[src/rtl/clf_pkg.sv]
// Shared types and helpers for the AXI-Stream linear classifier.
// Frame geometry depends on instance parameters, so it is computed by functions the top evaluates.
package clf_pkg;

  typedef enum logic [3:0] {
    IDLE   = 4'b0001,
    READ_W = 4'b0010,
    READ_X = 4'b0100,
    WRITE  = 4'b1000
  } state_t;

  localparam int DEF_DATA_W    = 8;
  localparam int DEF_N_FEAT    = 7;
  localparam int DEF_N_SAMPLES = 64;
  localparam int DEF_ACC_W     = 24;
  localparam int DEF_THRESH    = 128;

  function automatic int frame_len(input int n_feat, input int n_samples);
    return n_feat + 1 + n_samples * n_feat;
  endfunction

  function automatic int weight_count(input int n_feat);
    return n_feat + 1;
  endfunction

  // A counter always needs at least one bit, even for a depth of one.
  function automatic int ptr_w(input int depth);
    return (depth > 1) ? $clog2(depth) : 1;
  endfunction

  function automatic logic [31:0] format_score(input logic signed [31:0] score,
                                               input logic              raw,
                                               input logic signed [31:0] thresh);
    return raw ? score : {31'b0, score > thresh};
  endfunction

endpackage

[src/rtl/clf_result_buf.sv]
// Result store: one score per sample, written during accumulation, read while streaming out.
module clf_result_buf #(
  parameter int DEPTH = 64,
  parameter int WIDTH = 24,
  parameter int AW    = 6
) (
  input  logic             clock,
  input  logic             we,
  input  logic [AW-1:0]    wr_addr,
  input  logic [WIDTH-1:0] wr_data,
  input  logic [AW-1:0]    rd_addr,
  output logic [WIDTH-1:0] rd_data
);

  logic [WIDTH-1:0] mem [DEPTH];

  always_ff @(posedge clock) begin
    if (we) mem[wr_addr] <= wr_data;
  end

  assign rd_data = mem[rd_addr];

endmodule

[src/rtl/axis_linear_classifier.sv]
// Streaming linear classifier: loads a weight vector, scores each sample on the fly,
// then emits one class bit or raw score per sample on the master stream.
module axis_linear_classifier
  import clf_pkg::*;
#(
  parameter int DATA_W    = DEF_DATA_W,
  parameter int N_FEAT    = DEF_N_FEAT,
  parameter int N_SAMPLES = DEF_N_SAMPLES,
  parameter int ACC_W     = DEF_ACC_W,
  parameter int THRESH    = DEF_THRESH
) (
  input  logic        ACLK,
  input  logic        ARESET,
  input  logic        MODE,
  output logic        S_AXIS_TREADY,
  input  logic [31:0] S_AXIS_TDATA,
  input  logic        S_AXIS_TLAST,
  input  logic        S_AXIS_TVALID,
  output logic        M_AXIS_TVALID,
  output logic [31:0] M_AXIS_TDATA,
  output logic        M_AXIS_TLAST,
  input  logic        M_AXIS_TREADY,
  output logic        ERR
);

  localparam int L      = frame_len(N_FEAT, N_SAMPLES);
  localparam int N_W    = weight_count(N_FEAT);
  localparam int SP_W   = ptr_w(N_SAMPLES);
  localparam int FP_W   = ptr_w(N_W);
  localparam int WC_W   = ptr_w(L);
  localparam int PROD_W = 2 * DATA_W + 1;

  state_t state, state_nxt;
  logic mode_raw, err;
  logic signed [DATA_W-1:0] w [N_W];
  logic signed [ACC_W-1:0] acc, acc_sum;
  logic [ACC_W-1:0] rd_score;
  logic [FP_W-1:0] w_idx, f_idx;
  logic [SP_W-1:0] wr_ptr, rd_ptr;
  logic [WC_W-1:0] word_cnt;
  logic s_ready, m_valid, in_fire, out_fire;
  logic last_w, last_f, last_s, last_word, rd_last, early_last, buf_we;
  logic signed [DATA_W-1:0] din;
  logic signed [DATA_W:0] x_s;
  logic signed [PROD_W-1:0] prod;
  logic signed [31:0] score32;
  logic unused_bits;

  assign din         = S_AXIS_TDATA[DATA_W-1:0];
  assign x_s         = {1'b0, S_AXIS_TDATA[DATA_W-1:0]};
  assign unused_bits = ^S_AXIS_TDATA[31:DATA_W];

  // Features are unsigned, so widen by one zero bit before the signed multiply.
  assign prod    = x_s * w[f_idx];
  assign acc_sum = acc + ACC_W'(prod);

  assign s_ready  = (state == READ_W) || (state == READ_X);
  assign m_valid  = (state == WRITE);
  assign in_fire  = S_AXIS_TVALID & s_ready;
  assign out_fire = m_valid & M_AXIS_TREADY;

  assign last_w     = (w_idx == FP_W'(N_FEAT));
  assign last_f     = (f_idx == FP_W'(N_FEAT));
  assign last_s     = (wr_ptr == SP_W'(N_SAMPLES - 1));
  assign rd_last    = (rd_ptr == SP_W'(N_SAMPLES - 1));
  assign last_word  = (word_cnt == WC_W'(L - 1));
  assign early_last = in_fire & S_AXIS_TLAST & ~last_word;
  assign buf_we     = in_fire & (state == READ_X) & last_f & ~early_last;

  always_comb begin
    state_nxt = state;
    case (state)
      IDLE:    if (S_AXIS_TVALID) state_nxt = READ_W;
      READ_W:  if (early_last) state_nxt = IDLE;
               else if (in_fire && last_w) state_nxt = READ_X;
      READ_X:  if (early_last) state_nxt = IDLE;
               else if (in_fire && last_word) state_nxt = WRITE;
      WRITE:   if (out_fire && rd_last) state_nxt = IDLE;
      default: state_nxt = IDLE;
    endcase
  end

  always_ff @(posedge ACLK) begin
    if (ARESET) begin
      state    <= IDLE;
      mode_raw <= 1'b0;
      err      <= 1'b0;
      acc      <= '0;
      w_idx    <= '0;
      f_idx    <= '0;
      wr_ptr   <= '0;
      rd_ptr   <= '0;
      word_cnt <= '0;
      for (int i = 0; i < N_W; i++) w[i] <= '0;
    end else begin
      state <= state_nxt;
      if (state == IDLE && S_AXIS_TVALID) mode_raw <= MODE;
      if (early_last || (in_fire && last_word && !S_AXIS_TLAST)) err <= 1'b1;
      // An early TLAST drops the partial frame; the next frame restarts from word one.
      if (early_last) begin
        word_cnt <= '0;
        w_idx    <= '0;
        f_idx    <= '0;
        wr_ptr   <= '0;
      end else if (in_fire) begin
        word_cnt <= last_word ? '0 : word_cnt + WC_W'(1);
        if (state == READ_W) begin
          w[w_idx] <= din;
          if (w_idx == '0) acc <= ACC_W'(din);
          w_idx <= last_w ? '0 : w_idx + FP_W'(1);
          f_idx <= FP_W'(1);
        end else if (last_f) begin
          acc    <= ACC_W'(w[0]);
          f_idx  <= FP_W'(1);
          wr_ptr <= last_s ? '0 : wr_ptr + SP_W'(1);
        end else begin
          acc   <= acc_sum;
          f_idx <= f_idx + FP_W'(1);
        end
      end
      if (out_fire) rd_ptr <= rd_last ? '0 : rd_ptr + SP_W'(1);
    end
  end

  clf_result_buf #(
    .DEPTH(N_SAMPLES),
    .WIDTH(ACC_W),
    .AW   (SP_W)
  ) u_result_buf (
    .clock  (ACLK),
    .we     (buf_we),
    .wr_addr(wr_ptr),
    .wr_data(acc_sum),
    .rd_addr(rd_ptr),
    .rd_data(rd_score)
  );

  assign score32       = 32'(signed'(rd_score));
  assign S_AXIS_TREADY = s_ready;
  assign M_AXIS_TVALID = m_valid;
  assign M_AXIS_TLAST  = m_valid & rd_last;
  assign M_AXIS_TDATA  = m_valid ? format_score(score32, mode_raw, 32'(THRESH)) : 32'b0;
  assign ERR           = err;

endmodule

[config.mk]
export PLATFORM = sky130hd
export DESIGN_NAME = axis_linear_classifier
export DESIGN_NICKNAME = d
export VERILOG_FILES = /design/src/rtl/clf_pkg.sv /design/src/rtl/clf_result_buf.sv /design/src/rtl/axis_linear_classifier.sv
export SDC_FILE = /design/constraint.sdc
export NUM_CORES = 2
export LEC_CHECK = 0
export CORE_UTILIZATION = 49
export CTS_CLUSTER_SIZE = 12
export DETAILED_ROUTE_END_ITERATION = 7
export HOLD_SLACK_MARGIN = 0.05
export PLACE_DENSITY_LB_ADDON = 0.12
export SLEW_MARGIN = 20
export SYNTH_ARGS = -nofsm -noshare
export SYNTH_HDL_FRONTEND = slang
export SYNTH_HIERARCHICAL = 1
export SYNTH_SLANG_ARGS = --single-unit
[constraint.sdc]
create_clock -name ACLK -period 7.85 [get_ports ACLK]
set_input_delay 1.57 -clock ACLK [delete_from_list [all_inputs] [get_ports ACLK]]
set_output_delay 1.57 -clock ACLK [all_outputs]
set_load 0.01 [all_outputs]
# Word-level counts from Yosys, hierarchy flattened
# Memories as Yosys holds them, arrays and structs flattened. A register that Yosys moved wholly into a read port is not among the register bits.
# Cells that the tools add are included.
# totals
ff_bits	57
mem_bits_rw	1600
in_bits	38
wordCells	93
mem_count	2
# memory_table
name	words	word_bits	rd	rd_ports_with_merged_regs	write_ports	line	rtl
u_result_buf.mem	64	24	1	1	1	clf_result_buf.sv:15	logic [WIDTH-1:0] mem [DEPTH];
w	8	8	2	1	8	axis_linear_classifier.sv:35	logic signed [DATA_W-1:0] w [N_W];
# op_classes
n_addsub	6
n_mul	1
order_cmp	1
eq_ne	14
mux	34
n_bitwise	11
n_reduce_logical	15
# op_table
operator	n
24-bit two-way mux	3
32-bit two-way mux	2
24-bit by 17-bit adder with 24-bit output	1
24-bit by 9-bit > comparator with 1-bit output (second input constant)	1
4-bit two-way mux	6
6-bit two-way mux	4
3-bit two-way mux	6
9-bit by 8-bit multiplier with 17-bit output	1
4-bit one-hot mux with 4 select lines	1
6-bit by 1-bit adder with 6-bit output (second input constant)	2
6-bit == test (second input constant)	2
1-bit two-way mux	10
9-bit by 1-bit adder with 9-bit output (second input constant)	1
9-bit == test (second input constant)	1
9-bit two-way mux	1
1-bit bitwise AND	8
8-bit two-way mux	1
8-bit OR reduction	1
3-bit by 1-bit adder with 3-bit output (second input constant)	2
3-bit == test (second input constant)	2
3-bit by 2-bit != test with 1-bit output (second input constant)	2
3-bit AND reduction	2
1-bit logical AND	5
4-bit by 1-bit == test with 1-bit output (second input constant)	1
12 further kinds	16

# Logic depth before layout (Yosys ltp)
# logic_depth
depth_word	10
mapped_depth	23
ltp_nobuf	21

# By module
# The synthesis kept the hierarchy.
# modules_own_cells
mod	n_inst	cells_per_inst	area_each_um2
clf_result_buf	1	2586	58815.2
axis_linear_classifier	1	912	9265.1

# Worst setup path before layout
# Ideal clock, no wire load.
# synth_timing
kind	register to register
startpoint	reg (tool-made name)
endpoint	mem u_result_buf.mem[0][21] (data pin)
setup_ns	0.575
arrival_time_ns	7.607
t_required_ns	7.275
setup_slack_ns	-0.332
path_stages_with_launch	20
path_buffers	2
period_less_slack_ns	8.182
path_cell_list	dfxtp_1 clkbuf_1 buf_2 mux4_2 mux2i_1 nor2b_1 fa_1 inv_1 fa_1 inv_1 fa_1 fa_1 fa_1 ha_1 o21ai_0 o21bai_1 o41ai_1 a21oi_1 a31oi_1 xnor2_1
# synth_rtl
item	line
end, declared	clf_result_buf.sv:15

==> metrics <==
slowest CP cell xnor2_4; RSZ-0062 raised after global routing false; post-route ant nets 0; Starting Density 0.4945; Port Buf Inserts 49; std cell rows roughly 140; Mapped Cells ~3500; P_leak approximately 25 nW; post-CTS sizing 0; max frequency ~140 MHz; CTS tree built; final period demand of the worst path approximately 7400 ps; root buf cell clkbuf_16; Post-synth EDFFs between 1500 and 2000; Mapped Nets between 3000 and 4000; Worst-path clk slew about 60 ps; io pins 74; Final Setup Violations 0; Worst path max stage delay roughly 860 ps; hold buffer count at cts 0; GRT Total Usage 0.2564; share of cells above drive strength 1 0.2461; Required @ worst endpoint ~8500 ps; cts bufs inserted between 150 and 200; CP max FO 23; gr ovfl total 0; Wirelength per Cell between 30 and 40 um; DR vias 35080; final hold violations 0; CTS sink cnt between 1500 and 2000; crit share post-route 0.9397; Slew Limit Fails 0; GP Congestion 0.8476; post-synthesis sequential area ratio 0.7234; Clock Skew between 30 and 40 ps; largest net degree at the start of global routing 66; max_cap viols 0; CP startpoint kind flip-flop; setup TNS 0 ps; DRT Wirelength between 150 and 200 mm; most frequent cells in the layout 1600 x edfxtp_1, 371 x mux4_2, 173 x clkbuf_16; Die Y 374.7 um; crit-path cells buf_4, mux4_2, mux2i_1, buf_4, nor2b_1, fa_1, inv_1, fa_1, inv_1, fa_1, fa_1, fa_1, ha_1, o21ai_0, o21bai_1, nor4_1, a21oi_1, buf_4, a31oi_1, xnor2_4, buf_12; flops & latches, synth ~1700; power per cell area 292.2 mW/mm^2; worst hold stages 2; Final nets approximately 4000; Hold Startpoint acc[3]; worst-skew pair later-pin latency ~820 ps; vias in the first global route approximately 36000; Syn Area/Cell just under 20 um^2; worst path arrival time between 8000 and 9000 ps; Remaining DRCs 0; first-pass GRT wire length ~260 mm; Hold Path Class flip-flop to flip-flop; worst-case clock buffer depth 3; die width between 300 and 400 um; Main synth FF type edfxtp_1; fin util 0.5611; initial antenna violation count 9; outcome complete, no violations; core area between 0.1 and 0.15 mm^2; Fillers about 10000; CTS HTree Levels 4; number of vias per cell about 6.2; Crit path top cell by count fa_1; synth unique cells 77; router iterations before antenna repair 6; initial DRC count about 3600; crit end category flip-flop; Synthesis Warnings 6; HPWL Detailed 106.7 mm; Slew Limit Headroom 0.2611; postcts setup bufs 0; Synth async-reset ratio 0; worst slew pin tran ~1100 ps; Area Overhead vs Synth 13.46%; kind of critical path flip-flop to flip-flop; commonest non-fill, non-tap cell in the layout edfxtp_1; full die area about 0.14 mm^2; synthesized cell area 0.06808 mm^2; Peak VDD IR approximately 0.63 mV; R2R depth 21
## layer usage
| layer | global-route usage | part of all wire | up-vias |
|---|---|---|---|
| met1 | 0.3593 | 0.41 | 18770 |
| met4 | 0.07037 | 0.025 | 0 |
| met3 | 0.06677 | 0.089 | 253 |
| li1 | - | - | 14640 |
| met2 | 0.4000 | 0.47 | 1421 |
| met5 | 0 | 0 | - |
## critical path, delay by kind of cell, from the launching register on
kind                       cells  cell delay, ps
muxes                          2             720
buffers and inverters          6            1060
and+or+nand+nor                2             160
xor gates and xnor gates       1             860
adders and majority gates      6            2860
AOI/OAI and AO/OA              4             690
DFF                            1             800
## cells in the mapped netlist, types with 45 or more instances
cell | count | share of area
nand2_1 | 98 | 0.0054
mux2_2 | 55 | 0.0091
mux4_2 | 371 | 0.12
dfxtp_1 | 60 | 0.018
a221oi_1 | 53 | 0.0068
and3_1 | 45 | 0.0041
clkbuf_1 | 75 | 0.0041
inv_1 | 74 | 0.0041
mux2i_1 | 111 | 0.016
edfxtp_1 | 1600 | 0.71
buf_2 | 46 | 0.0034
ha_1 | 84 | 0.015
fa_1 | 52 | 0.015
nor2_1 | 149 | 0.0082
and2_1 | 74 | 0.0068
a21oi_1 | 66 | 0.0049
o22ai_1 | 53 | 0.0049
## power breakdown
group,switching [mW],total [mW],internal [mW]
Clock,3.34,7.53,4.19
Sequential,0.0387,11.6,11.6
Combinational,2.66,3.44,0.780
Total,6.05,22.6,16.5
## worst paths after layout
| check | to | slack (ps) |
|---|---|---|
| worst min-delay path | acc[3] | 460 |
| worst max register to register | u_result_buf/mem[50][13] | 470 |
| worst max-delay path | u_result_buf/mem[50][13] | 470 |
| worst min register to register | acc[3] | 460 |
## layout make-up
class / instances / area [um^2] / share of cell area
flip-flops and latches: 1660 / 49260 / 0.6378
multi-input cells: 1578 / 18130 / 0.2347
clock buffers: 217 / 4494 / 0.05819
well taps: 1794 / 2245 / 0.02906
repair buffers: 225 / 2182 / 0.02825
clock inverters: 74 / 635.6 / 0.008229
inverters: 77 / 289.0 / 0.003742
diodes: 2 / 5.005 / 0.00006479
## flip-flops by register name, summed over array words and instances (netlist names), named ones only
name	count
u_result_buf/mem	1536
w	64
acc	24
word_cnt	9
rd_ptr	6
wr_ptr	6
state	4
f_idx	3
w_idx	3
ERR	1
mode_raw	1
## metrics by stage
step                hold WS, ps  worst slack [ps]  cell area (um^2)  power, mW  instances
floorplan                 436.3             30.19             68170      13.39       3498
global placement          448.5             202.0             72060      15.11       5332
detailed placement        450.6             132.5             72060      15.32       5332
CTS                       458.6             380.7             77190      22.80       5623
global route              483.0             34.45             77240      23.33       5625
finish                    456.1             473.0             77240      22.57       5627
## cells by family (layout without fill, tap and decap cells)
logic type | Yosys count | count (layout) | share of synthesized area
AOI/OAI and AO/OA | 325 | 325 | 0.03268
xor gates and xnor gates | 38 | 38 | 0.004889
adders and majority gates | 136 | 136 | 0.03073
buffers and inverters | 260 | 593 | 0.01827
DFF | 1660 | 1660 | 0.7234
muxes | 538 | 538 | 0.1485
other | 0 | 2 | 0
and+or+nand+nor | 541 | 541 | 0.04159
No activity file was read; power rests on OpenSTA's default activity.
